File: src/rtl/seg_pkg.sv
// Shared constants and the active-low hex-to-segment table for the
// seven-segment display peripheral.
package seg_pkg;

    localparam logic [31:0] SEG_ADDR_DEF  = 32'hFFFF_F000;
    localparam logic [31:0] CTRL_ADDR_DEF = 32'hFFFF_F004;
    localparam int          SCAN_CNT_W    = 20;

    // Segment order {dp,g,f,e,d,c,b,a}, active-low; dp is always off.
    function automatic logic [7:0] hex_to_seg(input logic [3:0] nibble);
        logic [7:0] seg;
        case (nibble)
            4'h0:    seg = 8'hC0;
            4'h1:    seg = 8'hF9;
            4'h2:    seg = 8'hA4;
            4'h3:    seg = 8'hB0;
            4'h4:    seg = 8'h99;
            4'h5:    seg = 8'h92;
            4'h6:    seg = 8'h82;
            4'h7:    seg = 8'hF8;
            4'h8:    seg = 8'h80;
            4'h9:    seg = 8'h90;
            4'hA:    seg = 8'h88;
            4'hB:    seg = 8'h83;
            4'hC:    seg = 8'hC6;
            4'hD:    seg = 8'hA1;
            4'hE:    seg = 8'h86;
            4'hF:    seg = 8'h8E;
            default: seg = 8'hFF;
        endcase
        return seg;
    endfunction

endpackage

File: src/rtl/seg_hex_decoder.sv
// Combinational nibble-to-segment decoder built on the package table.
module seg_hex_decoder
    import seg_pkg::*;
(
    input  logic [3:0] nibble,
    output logic [7:0] seg
);

    // Table lookup for the currently selected digit.
    always_comb begin
        seg = hex_to_seg(nibble);
    end

endmodule

File: src/rtl/seg_display_ctrl.sv
// Memory-mapped 8-digit seven-segment display: data/mask registers on the
// CPU data bus, a programmable digit scan, and registered active-low drives.
module seg_display_ctrl
    import seg_pkg::*;
#(
    parameter logic [31:0] SEG_ADDR  = SEG_ADDR_DEF,
    parameter logic [31:0] CTRL_ADDR = CTRL_ADDR_DEF,
    parameter int unsigned SCAN_DIV  = 20000
) (
    input  logic        clk,
    input  logic        rst,
    input  logic [31:0] bus_adr,
    input  logic [31:0] bus_wdin,
    input  logic        bus_we,
    output logic [31:0] bus_rd,
    output logic [7:0]  led_en,
    output logic [7:0]  led_seg
);

    localparam logic [SCAN_CNT_W-1:0] SCAN_LAST = SCAN_CNT_W'(SCAN_DIV - 1);

    logic [31:0]           data_reg_r;
    logic [7:0]            mask_reg_r;
    logic [SCAN_CNT_W-1:0] scan_cnt_r;
    logic [2:0]            digit_idx_r;
    logic [7:0]            led_en_r;
    logic [7:0]            led_seg_r;

    logic                  seg_wr_s;
    logic                  ctrl_wr_s;
    logic [3:0]            nibble_s;
    logic [7:0]            seg_s;
    logic [7:0]            en_next_s;

    assign seg_wr_s  = bus_we && (bus_adr == SEG_ADDR);
    assign ctrl_wr_s = bus_we && (bus_adr == CTRL_ADDR);
    assign nibble_s  = data_reg_r[{digit_idx_r, 2'b00} +: 4];

    seg_hex_decoder u_dec (
        .nibble (nibble_s),
        .seg    (seg_s)
    );

    // Readback mux; reflects register contents before any same-cycle write.
    always_comb begin
        bus_rd = 32'h0000_0000;
        if (bus_adr == SEG_ADDR) begin
            bus_rd = data_reg_r;
        end else if (bus_adr == CTRL_ADDR) begin
            bus_rd = {24'h00_0000, mask_reg_r};
        end else begin
            bus_rd = 32'h0000_0000;
        end
    end

    // Digit enable for the current slot; a masked digit stays dark for its slot.
    always_comb begin
        en_next_s = 8'hFF;
        if (mask_reg_r[digit_idx_r]) begin
            en_next_s = ~(8'h01 << digit_idx_r);
        end else begin
            en_next_s = 8'hFF;
        end
    end

    // CPU-writable data and mask registers.
    always_ff @(posedge clk) begin
        if (rst) begin
            data_reg_r <= 32'h0000_0000;
            mask_reg_r <= 8'hFF;
        end else begin
            if (seg_wr_s) begin
                data_reg_r <= bus_wdin;
            end
            if (ctrl_wr_s) begin
                mask_reg_r <= bus_wdin[7:0];
            end
        end
    end

    // Scan divider; digit index wraps 7->0 naturally in 3 bits.
    always_ff @(posedge clk) begin
        if (rst) begin
            scan_cnt_r  <= '0;
            digit_idx_r <= 3'd0;
        end else if (scan_cnt_r == SCAN_LAST) begin
            scan_cnt_r  <= '0;
            digit_idx_r <= digit_idx_r + 3'd1;
        end else begin
            scan_cnt_r  <= scan_cnt_r + SCAN_CNT_W'(1);
        end
    end

    // Output flops, one cycle behind the digit index and registers.
    always_ff @(posedge clk) begin
        if (rst) begin
            led_en_r  <= 8'hFF;
            led_seg_r <= 8'hFF;
        end else begin
            led_en_r  <= en_next_s;
            led_seg_r <= seg_s;
        end
    end

    assign led_en  = led_en_r;
    assign led_seg = led_seg_r;

endmodule

File: config.mk
export PLATFORM = sky130hd
export DESIGN_NAME = seg_display_ctrl
export DESIGN_NICKNAME = d
export VERILOG_FILES = /design/src/rtl/seg_pkg.sv /design/src/rtl/seg_hex_decoder.sv /design/src/rtl/seg_display_ctrl.sv
export SDC_FILE = /design/constraint.sdc
export NUM_CORES = 1
export LEC_CHECK = 0
export ABC_CLOCK_PERIOD_IN_PS = 3030
export BUFFER_PORTS_ARGS = -buffer_cell sky130_fd_sc_hd__buf_4
export CAP_MARGIN = 20
export CORE_ASPECT_RATIO = 0.7
export CORE_UTILIZATION = 40
export DETAILED_ROUTE_END_ITERATION = 10
export PLACE_DENSITY_LB_ADDON = 0.3
export SETUP_SLACK_MARGIN = 0.05
export SYNTH_ARGS = -nofsm -noshare
export SYNTH_HDL_FRONTEND = slang
export SYNTH_SLANG_ARGS = --single-unit
File: constraint.sdc
create_clock -name clk -period 3.03 [get_ports clk]
set_input_delay 0.1515 -clock clk [delete_from_list [all_inputs] [get_ports clk]]
set_output_delay 0.1515 -clock clk [all_outputs]
set_load 0.01 [all_outputs]
# Word-level counts from Yosys, hierarchy flattened
# Memories as Yosys holds them, arrays and structs flattened. A register that Yosys moved wholly into a read port is not among the register bits.
# Index checks and enable logic that the tools add are counted.
# totals
elab_cells	25
output_inout_bits	48
rom_bits	112
memories	1
input_bits	67
reg_bits	79
# classes
bitwise	2
mux	4
magnitude_cmp	1
n_reduce_logical	4
shifts	2
eq_ne	3
n_addsub	2
# mem_list
memory	words	word_bits	rd	rd_clocked_by_memory_dff	write_ports	line	text
(no name shown)	16	7	1	1	0	seg_pkg.sv:12	case (nibble)
# ops
cell	n
$eq A32 B32 Y1 const B	2
$mux W32	1
$shiftx A32 B6 Y4	1
$add A20 B1 Y20 const B	1
$eq A20 B15 Y1 const B	1
$mux W8	1
$not A8 Y8	1
$shl A1 B3 Y8 const A	1
$lt A3 B4 Y1 const B	1
$reduce_or A2 Y1	2
$add A3 B1 Y3 const B	1
$bmux W1 S3	1
$logic_and A1 B1 Y1	2
$mux W1	1
$not A1 Y1	1

# Longest topological paths before layout
# logic_depth
word_depth	4
ltp_mapped	10
mapped_depth_nobuf	8

# Cells and area by module
# From an unflattened synthesis, not the netlist that was laid out.
# unflattened
hier_cells	452
area_unflattened_um2	4235.3
# modules_own_cells
mod	instances	area_each_um2	cells_each	seq_area_each_um2
seg_display_ctrl	1	3948.8	418	1581.5
seg_hex_decoder	1	286.5	34	0.0

# Worst setup path after synthesis
# No wires, ideal clock.
# synth_path
path_type	register -> register
from	reg digit_idx_r[0]
to	reg led_seg_r[5] (netlist: led_seg[5])
path_stages_with_launch	9
setup_time_ps	137
t_arrival_ps	2135
t_required_ps	2893
n_path_buf	2
path_slack_ps	758
period_less_slack_ps	2272
path_cell_list	dfxtp_1 > buf_2 > buf_4 > mux4_2 > mux2i_1 > inv_1 > ha_1 > mux2i_1 > o221ai_1
# synth_via
elab_chain_len	1
# synth_lines
element	line	text
from (decl)	seg_display_ctrl.sv:25	logic [2:0] digit_idx_r;
from (signal assigned)	seg_display_ctrl.sv:88	digit_idx_r <= digit_idx_r + 3'd1;
$shiftx A32 B6 Y4	seg_display_ctrl.sv:37	assign nibble_s = data_reg_r[{digit_idx_r, 2'b00} +: 4];
to (decl)	seg_display_ctrl.sv:27	logic [7:0] led_seg_r;
# No other way between the ends.
# A chain may end at the register's enable or synchronous reset.

# Worst setup path after layout
# Same ends and word-level chain as after synthesis.

==> metrics.md <==
| Metric | Value |
|---|---|
| Status | `finished clean` |
| Worst-path cell chain | `buf_4 > mux4_2 > mux2i_1 > inv_1 > ha_1 > mux2i_1 > o221ai_1` |
| Multi-input logic area | `around 0.002 mm^2` |
| Worst skew pair latency | `about 340 ps` |
| Post-route DRC | `0` |
| Post-CTS Setup Inserts | `0` |
| Fmax | `between 0.4 and 0.5 GHz` |
| Die footprint | `slightly below 0.01 mm^2` |
| Synth Flop Type | `dfxtp_1` |
| Endpoints failing hold | `0` |
| Routability Congestion | `roughly 0.84` |
| Clock Path Buffers | `2` |
| Die H | `~83 um` |
| Final Power | `2.335 mW` |
| Drt initial violations | `roughly 200` |
| Clk slew on worst S/H paths | `approximately 60 ps` |
| Initial Util | `0.4125` |
| Post-Syn Area | `~0.0037 mm^2` |
| Worst Setup Slack, final | `537.3 ps` |
| Crit path top cell by count | `mux2i_1` |
| PwrDens | `about 470 mW/mm^2` |
| Most frequent cell after synthesis | `dfxtp_1` |
| Post-Route Skew | `approximately 3.3 ps` |
| Hold_ws | `46.48 ps` |
| I/O Pins | `around 120` |
| Crit path max fanout | `9` |
| Worst-margin pin slew | `between 600 and 700 ps` |
| Nets | `around 600` |
| Share of the synthesized area in the top cell type | `0.4189` |
| Register area share after synthesis | `0.4189` |
| Flop-to-flop setup slack | `approximately 540 ps` |
| Required @ worst endpoint | `roughly 3200 ps` |
| Synthesized net count | `480` |
| Distinct cells, synth | `42` |
| RSZ-0062 raised after global routing | `no` |
| Peak supply drop | `approximately 0.26 mV` |
| Leak | `2.354 nW` |
| WS Path Type | `flop to flop` |
| Synth Instances | `401` |
| Final HPWL DP | `about 7000 um` |
| Largest net degree at the start of global routing | `57` |
| CP Launch Type | `flop` |
| Core Box Area | `about 0.0090 mm^2` |
| Ys Warns | `0` |
| Overall Global Routing Usage | `0.1961` |
| Area Overhead vs Synth | `34.74%` |
| PortBufs | `~110` |
| Critical path's largest stage delay | `530 ps` |
| Register Area | `about 0.0016 mm^2` |
| First-pass GRT wire length | `approximately 15,000 um` |
| CTS tree | `yes` |
| Post-route setup TNS | `0 ps` |
| Fin. max-slew vios | `0` |
| Vias | `about 3,200` |
| DP Worst Slack | `about 570 ps` |
| Post-synth ARST share | `0` |
| Top cells by area, synth | `dfxtp_1 (42%), mux2i_1 (13%), nor2_1 (7.8%), mux4_2 (5.4%), and2_1 (4.0%)` |
| TritonRoute pass-1 iters | `4` |
| EDFF count, synth | `0` |
| Layout cell share with drive strength beyond 1 | `0.2940` |
| Yosys reg bits | `78` |
| Syn Area/Cell | `a little over 9 um^2` |
| WP buf/inv | `2` |
| Global route overflow | `0` |
| Wire per inst | `roughly 14 um` |
| Tightest Hold Check Type | `primary input to flop` |
| DIE WIDTH | `roughly 120 um` |
| CP max stage cell | `mux4_2` |
| Clk sinks | `a little under 80` |
| Crit share post-route | `0.8227` |
| Cts repair resizes | `0` |
| CTS Hold Buffers Added | `0` |
| Drt via density | `roughly 5` |
| Worst setup EP type | `flop` |
| # rows | `29` |
| CTS root buffer | `clkbuf_16` |
| Final min period | `around 2500 ps` |
| CP arrival | `2700 ps` |
| WL final | `9182 um` |
| Number of diodes | `0` |
| Slew HR | `0.5678` |
| Top cell type by total area after synthesis | `dfxtp_1` |
| Final setup violation count | `0` |
| Inserted Clock Buffers | `9` |
| Routed Antenna Nets | `0` |
| H-tree level count | `3` |
| CP delay by family, top | `multiplexers` |
| Max-cap violations | `0` |
| Vias in the first global route | `2,952` |
| Top cells by count, synth | `dfxtp_1 (78), nor2_1 (77), mux2i_1 (48)` |
| Initial antenna violation count | `0` |
| Filler cells | `roughly 790` |
| Final core utilization | `0.5559` |
[worst reg2reg max path, cell delays in order, from the launching register on]
cell	delay, ps
dfxtp_1	470
buf_4	250
mux4_2	530
mux2i_1	400
inv_1	160
ha_1	270
mux2i_1	150
o221ai_1	130
[final timing paths]
kind                     to  depth (start not counted)            from
max              led_seg[5]                          7  digit_idx_r[0]
min          data_reg_r[29]                          3    bus_wdin[29]
max reg2reg      led_seg[5]                          7  digit_idx_r[0]
min reg2reg   scan_cnt_r[0]                          1   scan_cnt_r[0]
[cell families after synthesis]
logic type	share of synthesized area
mux	0.1893
fa+ha+maj	0.04028
buf+inv	0.03390
simple gates	0.2309
xor+xnor	0.04230
compound gates	0.04331
flops	0.4189
other cells	0.001006
[per-stage QoR]
step                      cells  cell area (um^2)
after floorplan             401              3727
after global placement      625              4691
after detailed placement    625              4691
after CTS                   641              5022
after global routing        641              5022
final                       641              5022
[placed cells by master, fill, tap and decap left out, types with 5 or more instances in the layout]
cell type  Yosys  routed
nand2_1       22      22
xnor2_1       12      12
clkbuf_16      0       9
nor3_1        12      12
buf_4          2     120
and2_1        24      24
dfxtp_1       78      78
o21ai_0        5       5
mux4_2         9       9
and3_1         7       7
ha_1          12      12
xor2_1         6       6
inv_1          7       7
nor2_1        77      77
a21oi_1       14      14
mux2i_1       48      48
nand4_1        9       9
nand3_1        8       8
[area by class of cell]
type                    count  area share
multi-input cells         294      0.4061
flip-flops and latches     78      0.3109
repair buffers            120      0.1794
clock buffers              10     0.04758
well taps                 124     0.03089
clock inverters             6     0.01844
inverters                   9    0.006726
[flip-flops by register name (all words and copies together) (netlist names)]
name,cells
data_reg_r,32
scan_cnt_r,20
led_en,8
led_seg,7
digit_idx_r,3
mask_reg_r,8
[where the power goes]
| group | switching (mW) | internal, mW | leakage (nW) |
|---|---|---|---|
| clock | 0.427 | 0.749 | 0.156 |
| combinational | 0.0481 | 0.0725 | 1.57 |
| sequential | 0.00477 | 1.03 | 0.632 |
| total | 0.480 | 1.86 | 2.35 |
[layer usage]
layer | vias to the layer above | track usage | share of wire
met5 | - | 0 | 0
met3 | 5 | 0.06044 | 0.066
met1 | 1454 | 0.2505 | 0.49
met2 | 106 | 0.3225 | 0.44
li1 | 1599 | - | -
met4 | 0 | 0.05584 | 0.0069
Note: power is estimated with default switching activity, not from simulation.
